$ cat config.mk
export PLATFORM = sky130hd
export DESIGN_NAME = gpu_cmd_scheduler_flat
export DESIGN_NICKNAME = d
export VERILOG_FILES = /design/src/rtl/gpu_cmd_scheduler_if.sv /design/src/rtl/gpu_cmd_scheduler.sv /design/src/flat_wrapper.sv
export SDC_FILE = /design/constraint.sdc
export NUM_CORES = 1
export LEC_CHECK = 0
export ABC_CLOCK_PERIOD_IN_PS = 5200
export BUFFER_PORTS_ARGS = -buffer_cell sky130_fd_sc_hd__buf_2
export CELL_PAD_IN_SITES_DETAIL_PLACEMENT = 1
export CELL_PAD_IN_SITES_GLOBAL_PLACEMENT = 2
export CORE_UTILIZATION = 37
export DETAILED_ROUTE_END_ITERATION = 12
export GPL_TIMING_DRIVEN = 0
export PLACE_DENSITY = 0.85
export SYNTH_ARGS = -nofsm -noshare
export SYNTH_HDL_FRONTEND = slang
export SYNTH_SLANG_ARGS = --single-unit
$ cat constraint.sdc
create_clock -name clk -period 5.2 [get_ports clk]
set_input_delay 0.78 -clock clk [delete_from_list [all_inputs] [get_ports clk]]
set_output_delay 0.78 -clock clk [all_outputs]
set_load 0.05 [all_outputs]
$ cat src/rtl/gpu_cmd_scheduler_if.sv
// gpu_cmd_scheduler_if
// Bundles the host byte stream, the pixel-sink handshake and the scheduler
// outputs into one connection.
//   master : the host/system side. Drives host_valid, host_data and vram_ready.
//            Observes every scheduler output.
//   slave  : the scheduler itself.
//   host_valid/host_data/host_ready : byte stream handshake
//   vram_ready                      : pixel sink can take a write
//   cfg_en/cfg_data                 : one-cycle config write strobe + byte
//   pix_wr_en/pix_addr/pix_data     : one-cycle pixel write strobe + addr/data
//   busy/err                        : status (not idle / sticky error)
`timescale 1ns/1ps

interface gpu_cmd_scheduler_if;
  logic        host_valid;
  logic [7:0]  host_data;
  logic        host_ready;
  logic        vram_ready;
  logic        cfg_en;
  logic [7:0]  cfg_data;
  logic        pix_wr_en;
  logic [15:0] pix_addr;
  logic [7:0]  pix_data;
  logic        busy;
  logic        err;

  modport master (
    output host_valid, host_data, vram_ready,
    input  host_ready, cfg_en, cfg_data, pix_wr_en, pix_addr, pix_data,
           busy, err
  );

  modport slave (
    input  host_valid, host_data, vram_ready,
    output host_ready, cfg_en, cfg_data, pix_wr_en, pix_addr, pix_data,
           busy, err
  );
endinterface

$ cat src/rtl/gpu_cmd_scheduler.sv
// gpu_cmd_scheduler
// Decodes a host byte stream into config writes, address loads and pixel
// bursts. Stalled commands are aborted after TIMEOUT idle cycles.
// Ports:
//   clk  : single clock, rising edge
//   rst  : synchronous active-high reset
//   bus  : gpu_cmd_scheduler_if.slave (host stream, pixel sink, status)
// Opcodes in IDLE:
//   0xxx_xxxx config write
//   0x80      set address (hi, lo)
//   0x81      pixel burst (count, data...)
//   0xFE      clear err
//   0xFF      NOP
//   other 1xxx_xxxx sets err
`timescale 1ns/1ps

module gpu_cmd_scheduler #(
  parameter int TIMEOUT = 1024
) (
  input  logic              clk,
  input  logic              rst,
  gpu_cmd_scheduler_if.slave bus
);

  localparam logic [2:0] ST_IDLE    = 3'd0;
  localparam logic [2:0] ST_ADDR_HI = 3'd1;
  localparam logic [2:0] ST_ADDR_LO = 3'd2;
  localparam logic [2:0] ST_COUNT   = 3'd3;
  localparam logic [2:0] ST_DATA    = 3'd4;

  localparam logic [15:0] TO_LIMIT = 16'(TIMEOUT);

  logic [2:0]  state_q, state_d;
  logic [7:0]  addr_hi_q, addr_hi_d;
  // addr_q is the next write address; pix_addr_q is the presented address.
  logic [15:0] addr_q, addr_d;
  logic [8:0]  remain_q, remain_d;
  logic [15:0] to_cnt_q, to_cnt_d;
  logic        cfg_en_q, cfg_en_d;
  logic [7:0]  cfg_data_q, cfg_data_d;
  logic        pix_wr_en_q, pix_wr_en_d;
  logic [15:0] pix_addr_q, pix_addr_d;
  logic [7:0]  pix_data_q, pix_data_d;
  logic        busy_q, busy_d;
  logic        err_q, err_d;

  logic        host_ready;
  logic        accept;
  logic [7:0]  host_byte;
  logic [15:0] to_inc;

  // Only a pixel burst can be backpressured by the sink.
  assign host_ready = (state_q == ST_DATA) ? bus.vram_ready : 1'b1;
  assign accept     = bus.host_valid & host_ready;
  assign host_byte  = bus.host_data;
  assign to_inc     = to_cnt_q + 16'd1;

  always_comb begin
    state_d     = state_q;
    addr_hi_d   = addr_hi_q;
    addr_d      = addr_q;
    remain_d    = remain_q;
    to_cnt_d    = 16'd0;
    cfg_en_d    = 1'b0;
    cfg_data_d  = cfg_data_q;
    pix_wr_en_d = 1'b0;
    pix_data_d  = pix_data_q;
    err_d       = err_q;

    // Timeout supervision. An accepted byte always restarts the count, so an
    // acceptance in the expiry cycle wins over the abort.
    if (state_q != ST_IDLE) begin
      if (accept) begin
        to_cnt_d = 16'd0;
      end else if (to_inc == TO_LIMIT) begin
        state_d  = ST_IDLE;
        err_d    = 1'b1;
        to_cnt_d = 16'd0;
      end else begin
        to_cnt_d = to_inc;
      end
    end

    if (accept) begin
      case (state_q)
        ST_IDLE: begin
          if (!host_byte[7]) begin
            cfg_en_d   = 1'b1;
            cfg_data_d = host_byte;
          end else begin
            case (host_byte)
              8'h80:   state_d = ST_ADDR_HI;
              8'h81:   state_d = ST_COUNT;
              8'hFE:   err_d   = 1'b0;
              8'hFF:   ;
              default: err_d   = 1'b1;
            endcase
          end
        end
        ST_ADDR_HI: begin
          addr_hi_d = host_byte;
          state_d   = ST_ADDR_LO;
        end
        ST_ADDR_LO: begin
          addr_d  = {addr_hi_q, host_byte};
          state_d = ST_IDLE;
        end
        ST_COUNT: begin
          // A count of zero encodes a full 256-byte burst.
          remain_d = (host_byte == 8'h00) ? 9'd256 : {1'b0, host_byte};
          state_d  = ST_DATA;
        end
        ST_DATA: begin
          pix_wr_en_d = 1'b1;
          pix_data_d  = host_byte;
          addr_d      = addr_q + 16'd1;
          remain_d    = remain_q - 9'd1;
          if (remain_q == 9'd1) begin
            state_d = ST_IDLE;
          end
        end
        default: state_d = ST_IDLE;
      endcase
    end

    // During a write strobe present the address being written; otherwise
    // present the (possibly just updated) next address.
    pix_addr_d = pix_wr_en_d ? addr_q : addr_d;
    busy_d     = (state_d != ST_IDLE);
  end

  always_ff @(posedge clk) begin
    if (rst) begin
      state_q     <= ST_IDLE;
      addr_hi_q   <= 8'h00;
      addr_q      <= 16'h0000;
      remain_q    <= 9'd0;
      to_cnt_q    <= 16'd0;
      cfg_en_q    <= 1'b0;
      cfg_data_q  <= 8'h00;
      pix_wr_en_q <= 1'b0;
      pix_addr_q  <= 16'h0000;
      pix_data_q  <= 8'h00;
      busy_q      <= 1'b0;
      err_q       <= 1'b0;
    end else begin
      state_q     <= state_d;
      addr_hi_q   <= addr_hi_d;
      addr_q      <= addr_d;
      remain_q    <= remain_d;
      to_cnt_q    <= to_cnt_d;
      cfg_en_q    <= cfg_en_d;
      cfg_data_q  <= cfg_data_d;
      pix_wr_en_q <= pix_wr_en_d;
      pix_addr_q  <= pix_addr_d;
      pix_data_q  <= pix_data_d;
      busy_q      <= busy_d;
      err_q       <= err_d;
    end
  end

  assign bus.host_ready = host_ready;
  assign bus.cfg_en     = cfg_en_q;
  assign bus.cfg_data   = cfg_data_q;
  assign bus.pix_wr_en  = pix_wr_en_q;
  assign bus.pix_addr   = pix_addr_q;
  assign bus.pix_data   = pix_data_q;
  assign bus.busy       = busy_q;
  assign bus.err        = err_q;

endmodule

$ cat src/flat_wrapper.sv
// flat-port wrapper written by rule: the top's interface ports become plain ports
module gpu_cmd_scheduler_flat 
#(
  parameter int TIMEOUT = 1024
)
  (clk, rst, bus_host_valid, bus_host_data, bus_vram_ready, bus_host_ready, bus_cfg_en, bus_cfg_data, bus_pix_wr_en, bus_pix_addr, bus_pix_data, bus_busy, bus_err);
  gpu_cmd_scheduler_if bus_i ();
  input  logic clk;
  input  logic rst;
  input wire logic [$bits(bus_i.host_valid)-1:0] bus_host_valid;
  input wire logic [$bits(bus_i.host_data)-1:0] bus_host_data;
  input wire logic [$bits(bus_i.vram_ready)-1:0] bus_vram_ready;
  output wire logic [$bits(bus_i.host_ready)-1:0] bus_host_ready;
  output wire logic [$bits(bus_i.cfg_en)-1:0] bus_cfg_en;
  output wire logic [$bits(bus_i.cfg_data)-1:0] bus_cfg_data;
  output wire logic [$bits(bus_i.pix_wr_en)-1:0] bus_pix_wr_en;
  output wire logic [$bits(bus_i.pix_addr)-1:0] bus_pix_addr;
  output wire logic [$bits(bus_i.pix_data)-1:0] bus_pix_data;
  output wire logic [$bits(bus_i.busy)-1:0] bus_busy;
  output wire logic [$bits(bus_i.err)-1:0] bus_err;
  assign bus_i.host_valid = bus_host_valid;
  assign bus_i.host_data = bus_host_data;
  assign bus_i.vram_ready = bus_vram_ready;
  assign bus_host_ready = bus_i.host_ready;
  assign bus_cfg_en = bus_i.cfg_en;
  assign bus_cfg_data = bus_i.cfg_data;
  assign bus_pix_wr_en = bus_i.pix_wr_en;
  assign bus_pix_addr = bus_i.pix_addr;
  assign bus_pix_data = bus_i.pix_data;
  assign bus_busy = bus_i.busy;
  assign bus_err = bus_i.err;
  gpu_cmd_scheduler #(.TIMEOUT(TIMEOUT)) u_core (.clk(clk), .rst(rst), .bus(bus_i));
endmodule
After elaboration in Yosys (flattened, before gate mapping)

Index checks and enable logic that the tools add are counted.

Eq/ne operators: 10
Reduce and logical (&&, ||, !) cells: 12
Add/sub/neg operators: 3
Bitwise operators: 5
Mux-type cells: 24

Operator list:

| kind                    | number |
|---|---|
| $add A16 B1 Y16 const B | 2 |
| $eq A8 B8 Y1 const B    | 4 |
| $mux W16                | 2 |
| $pmux W16 S2            | 1 |
| $mux W3                 | 6 |
| $pmux W9 S2             | 1 |
| $eq A16 B11 Y1 const B  | 1 |
| $pmux W3 S4             | 1 |
| $mux W1                 | 10 |
| $eq A9 B1 Y1 const B    | 1 |
| $mux W9                 | 1 |
| $sub A9 B1 Y9 const B   | 1 |
| $logic_not A8 Y1        | 1 |
| $eq A3 B2 Y1 const B    | 2 |
| $pmux W3 S2             | 1 |
| $reduce_and A2 Y1       | 3 |
| $reduce_bool A3 Y1      | 2 |
| $reduce_or A3 Y1        | 2 |
| $not A1 Y1              | 4 |
| $reduce_or A4 Y1        | 1 |
| $eq A3 B1 Y1 const B    | 1 |
| $eq A3 B3 Y1 const B    | 1 |
| $logic_not A3 Y1        | 1 |
| $reduce_and A3 Y1       | 1 |
| 3 further kinds         | 3 |

Bits of input ports: 12
Output and inout port bits: 37
Word-level logic and storage cells: 66
Register bits after elaboration: 87

Longest topological paths before layout

Depth after elaboration: 10
Mapped depth: 9
Depth with buffers taken out: 8

Least setup slack after synthesis

No wires, ideal clock.

Path type: register -> output
Start: register u_core.state_q[0]
End: output port bus_host_ready
Path slack: 2.947 ns
Buffers on the path: 2
Required time: 4.420 ns
Arrival time: 1.473 ns
Cell stages (with the launch flop): 5
Cells stage by stage: dfxtp_1 > clkbuf_1 > nor3b_1 > clkbuf_1 > nand2b_1

Longest elaborated chain between the ends: 2

Ends and longest elaborated chain:

| item                   | line                     | text |
|---|---|---|
| start, declared        | gpu_cmd_scheduler.sv:33  | `logic [2:0] state_q, state_d;` |
| start signal, assigned | gpu_cmd_scheduler.sv:147 | `state_q <= state_d;` |
| $eq A3 B3 Y1           | gpu_cmd_scheduler.sv:53  | `assign host_ready = (state_q == ST_DATA) ? bus.vram_ready : 1'b1;` |
| $mux W1                | gpu_cmd_scheduler.sv:53  |  |
| end, declared          | flat_wrapper.sv:13       | `output wire logic [$bits(bus_i.host_ready)-1:0] bus_host_ready;` |

Every way passes these cells.

Worst setup path after layout

Ends and elaborated chain as after synthesis.

==> metrics.log <==
INFO  metric footprint_of_the_flip_flops_and_latches = 1740 sq um
INFO  metric count_of_boundary_i_o_pins = 49
INFO  metric initial_utilization = 38.0%
INFO  metric grt_setup_unrepaired = false
INFO  metric final_hold_viols = 0
INFO  metric share_of_final_layout_standard_cells_stronger_than_drive_strength_1 = 13.5%
INFO  metric wl = 12.5 mm
INFO  metric synth_top_family_by_area = simple AND/OR/NAND/NOR gates
INFO  metric numClockSinks = 87
INFO  metric vdd.ir_drop.worst = 0.122 mV
INFO  metric startpoint_type = register
INFO  metric synthCells = 526
INFO  metric yosys.area.top_type = dfxtp_1
INFO  metric cp.required = 4.42 ns
INFO  metric r2r_setup_slack = 2.62 ns
INFO  metric cts_repair_resize_count = 0
INFO  metric most_numerous_cell_in_the_yosys_netlist = nand2_1
INFO  metric wire_length_of_the_first_global_routing_pass = 20.1 mm
INFO  metric netlist_top_cells_area = dfxtp_1 (42%), nand2_1 (8.9%), a21oi_1 (6.4%)
INFO  metric post_synth_mux_area_share = 2.42%
INFO  metric cts-root-to-sink-buffers = 2
INFO  metric nNetsFinal = 599
INFO  metric ys_types = 62
INFO  metric power-per-cell-area = 268 nW/um^2
INFO  metric antenna_violations_before_repair = 1
INFO  metric synthesized_area_fraction_occupied_by_and_or_nand_nor_cells = 29.2%
INFO  metric layout_skew = 0.0134 ns
INFO  metric number_of_synthesized_flops_with_an_enable_pin = 0
INFO  metric synthFlopType = dfxtp_1
INFO  metric area_delta_synth_final = 15.0%
INFO  metric synth_fp_nets = 543
INFO  metric postSynthRegisterBits = 87
INFO  metric synth_compound_gate_area_share = 18.0%
INFO  metric post_synth_xor_area_fraction = 2.96%
INFO  metric synth_area_per_cell = 7.87 sq um
INFO  metric p_leak = 1.74 nW
INFO  metric setup_viol_count_final = 0
INFO  metric crit_path_end_kind = primary output
INFO  metric ant_nets = 0
INFO  metric fp.coreArea = 10900 sq um
INFO  metric setup_tns = 0 ns
INFO  metric cts.hold.buffers_added = 0
INFO  metric grt_total_ovfl = 0
INFO  metric startpoint = u_core.state_q[0]
INFO  metric outcome = completed
INFO  metric grt_use_total = 22.7%
INFO  metric vias = 3970
INFO  metric final.period_utilization = 57.3%
INFO  metric drt_drc_violations_left = 0
INFO  metric timing.rr.start = u_core.to_cnt_q[5]
INFO  metric clock_tree_from_tritoncts = built
INFO  metric routed_wire_length_per_instance = 17.2 um
INFO  metric insertedDiodeCount = 0
INFO  metric synth_area_in_adders = 1.51%
INFO  metric detailed_placement_hpwl = 9.03 mm
INFO  metric ctsHtreeMaxLevel = 3
INFO  metric total_area_of_multi_input_combinational_cells = 2240 sq um
INFO  metric critPathCapture = bus_host_ready
INFO  metric worstSkewPairLatency = 0.38 ns
INFO  metric fp.dieW = 108 um
INFO  metric filler_cells_inserted = 1373
INFO  metric end_of_the_worst_register_to_register_path = u_core.bus.busy
INFO  metric cts_root_buf = clkbuf_8
INFO  metric place_congestion = 0.796
INFO  metric port_buffers = 45
INFO  metric synthesis_warning_total = 0
INFO  metric tritoncts.num_buffers = 9
INFO  metric arrival = 2.20 ns
INFO  metric hold_class = reg2reg
INFO  metric worst_setup_hold_path_clk_slew = 0.09 ns
INFO  metric fp.dieArea = 11600 sq um
INFO  metric overall_power = 1.27 mW
INFO  metric yosysTopAreaCellShare = 42.1%
INFO  metric iteration_0_drc_count_of_the_detailed_router = 148
INFO  metric ys_seq_area_share = 42.1%
INFO  metric post_synth_most_frequent_cells = nand2_1 (98), dfxtp_1 (87), nor2_1 (54)
INFO  metric number_of_pins_with_negative_max_slew_slack_in_the_final_report = 0
INFO  metric synthesis.area = 4140 sq um
INFO  metric drv_cap = 0
INFO  metric viasPerCell = 5.46
INFO  metric timing.setup.critical_path_class = reg2out
INFO  metric crit_fanout = 10
INFO  metric first_global_vias = 3898
INFO  metric cell_count_of_the_worst_reg_to_reg_path = 7
INFO  metric max_slew_margin = 53.5%
INFO  metric fmax = 336 MHz
INFO  metric grt_start_max_net_pins = 15
INFO  metric final_core_utilization = 43.8%
INFO  metric postCtsSetupRepairBufs = 0
INFO  metric async_reset_ff_share = 0%
INFO  metric period_minus_slack = 2.98 ns
INFO  metric tightestPinTransition = 0.692 ns
INFO  metric dieHeight = 108 um
INFO  metric rows = 38
INFO  metric drt_pass1_iterations = 4
[per-stage QoR]
step | instances | worst slack, ns | area, sq um | hold slack [ns]
CTS | 727 | 2.23 | 4760 | 0.460
floorplan | 526 | 2.95 | 4140 | 0.437
global placement | 711 | 2.63 | 4540 | 0.442
global route | 727 | 2.10 | 4760 | 0.480
detailed placement | 711 | 2.57 | 4540 | 0.447
finish | 727 | 2.22 | 4760 | 0.460
[sequential cells by signal, summed over array words and instances, names as in the netlist]
signal,cells
u_core.bus.cfg_en,1
u_core.state_q,3
u_core.bus.pix_data,8
u_core.addr_hi_q,8
u_core.bus.err,1
u_core.bus.pix_addr,16
u_core.bus.pix_wr_en,1
u_core.remain_q,9
u_core.bus.busy,1
u_core.to_cnt_q,16
u_core.addr_q,16
u_core.bus.cfg_data,7
[logic make-up after synthesis]
family                     Yosys count
and+or+nand+nor                    246
AOI/OAI and AO/OA                  126
buffers and inverters               37
adders and majority gates            5
xor gates and xnor gates            14
DFF                                 87
muxes                               10
other                                1
[worst min path at each step]
| stage | startpoint | endpoint | slack (ns) | cells past startpoint |
|---|---|---|---|---|
| 2_1_floorplan | u_core.addr_hi_q[0] | u_core.addr_hi_q[0] | 0.44 | 2 |
| 3_3_place_gp | u_core.bus.pix_data[7] | u_core.bus.pix_data[7] | 0.44 | 2 |
| 3_5_place_dp | u_core.bus.pix_data[4] | u_core.bus.pix_data[4] | 0.45 | 2 |
| 4_1_cts | u_core.bus.pix_data[4] | u_core.bus.pix_data[4] | 0.46 | 2 |
| 5_1_grt | u_core.bus.pix_data[4] | u_core.bus.pix_data[4] | 0.48 | 2 |
| 6_report | u_core.bus.pix_data[4] | u_core.bus.pix_data[4] | 0.46 | 2 |
[critical path: stages (launching register included)]
cell	delay [ns]
dfxtp_1	0.33
clkbuf_1	0.25
nor3b_1	0.44
clkbuf_1	0.41
nand2b_1	0.14
buf_2	0.24
[final cells by class]
class	count	area share, %
buffer	28	2.57
clock inverter	5	1.71
timing repair buffer	45	4.73
sequential	87	36.6
inverter	9	0.709
multi-input combinational	402	47.1
tap	140	3.68
clock buffer	11	2.97
[power breakdown]
part	switching, mW	internal [mW]
registers	0.00212	0.669
clock network	0.256	0.284
logic	0.0489	0.0144
[placed cells by master, fill, tap and decap left out, types with 2 or more instances in the layout]
cell       count
a221oi_1       2
nand2b_1       4
buf_2         49
dfxtp_1       87
and4_1         2
o31ai_1        3
and3_1         4
nand4_1        6
nand3_1       17
nor2b_1        5
o41ai_1        2
or4_1          3
o32ai_1        2
nor3b_1        5
xnor2_1        9
o21bai_1       2
bufinv_16      2
xor2_1         5
mux2i_1       10
or3_1          2
a21oi_1       53
and2_1         6
o211ai_1       2
o21ai_0       31
nor4_1         9
o21a_1         2
nor3_1         9
or2_2          2
nand3b_1       8
clkbuf_8      10
a211oi_1       3
nor2_1        54
nor4b_1        2
nand2_1       98
ha_1           5
a31oi_1       13
clkbuf_1      21
inv_1          9
[layer usage]
layer  GRT usage, %  share of wire [%]  up-vias
met5              0                  0        -
li1               -                  -     1953
met3           4.72                3.0       14
met4           7.24                1.2        0
met1           28.5                 46     1955
met2           38.7                 49       48
Note: power is estimated with default switching activity, not from simulation.
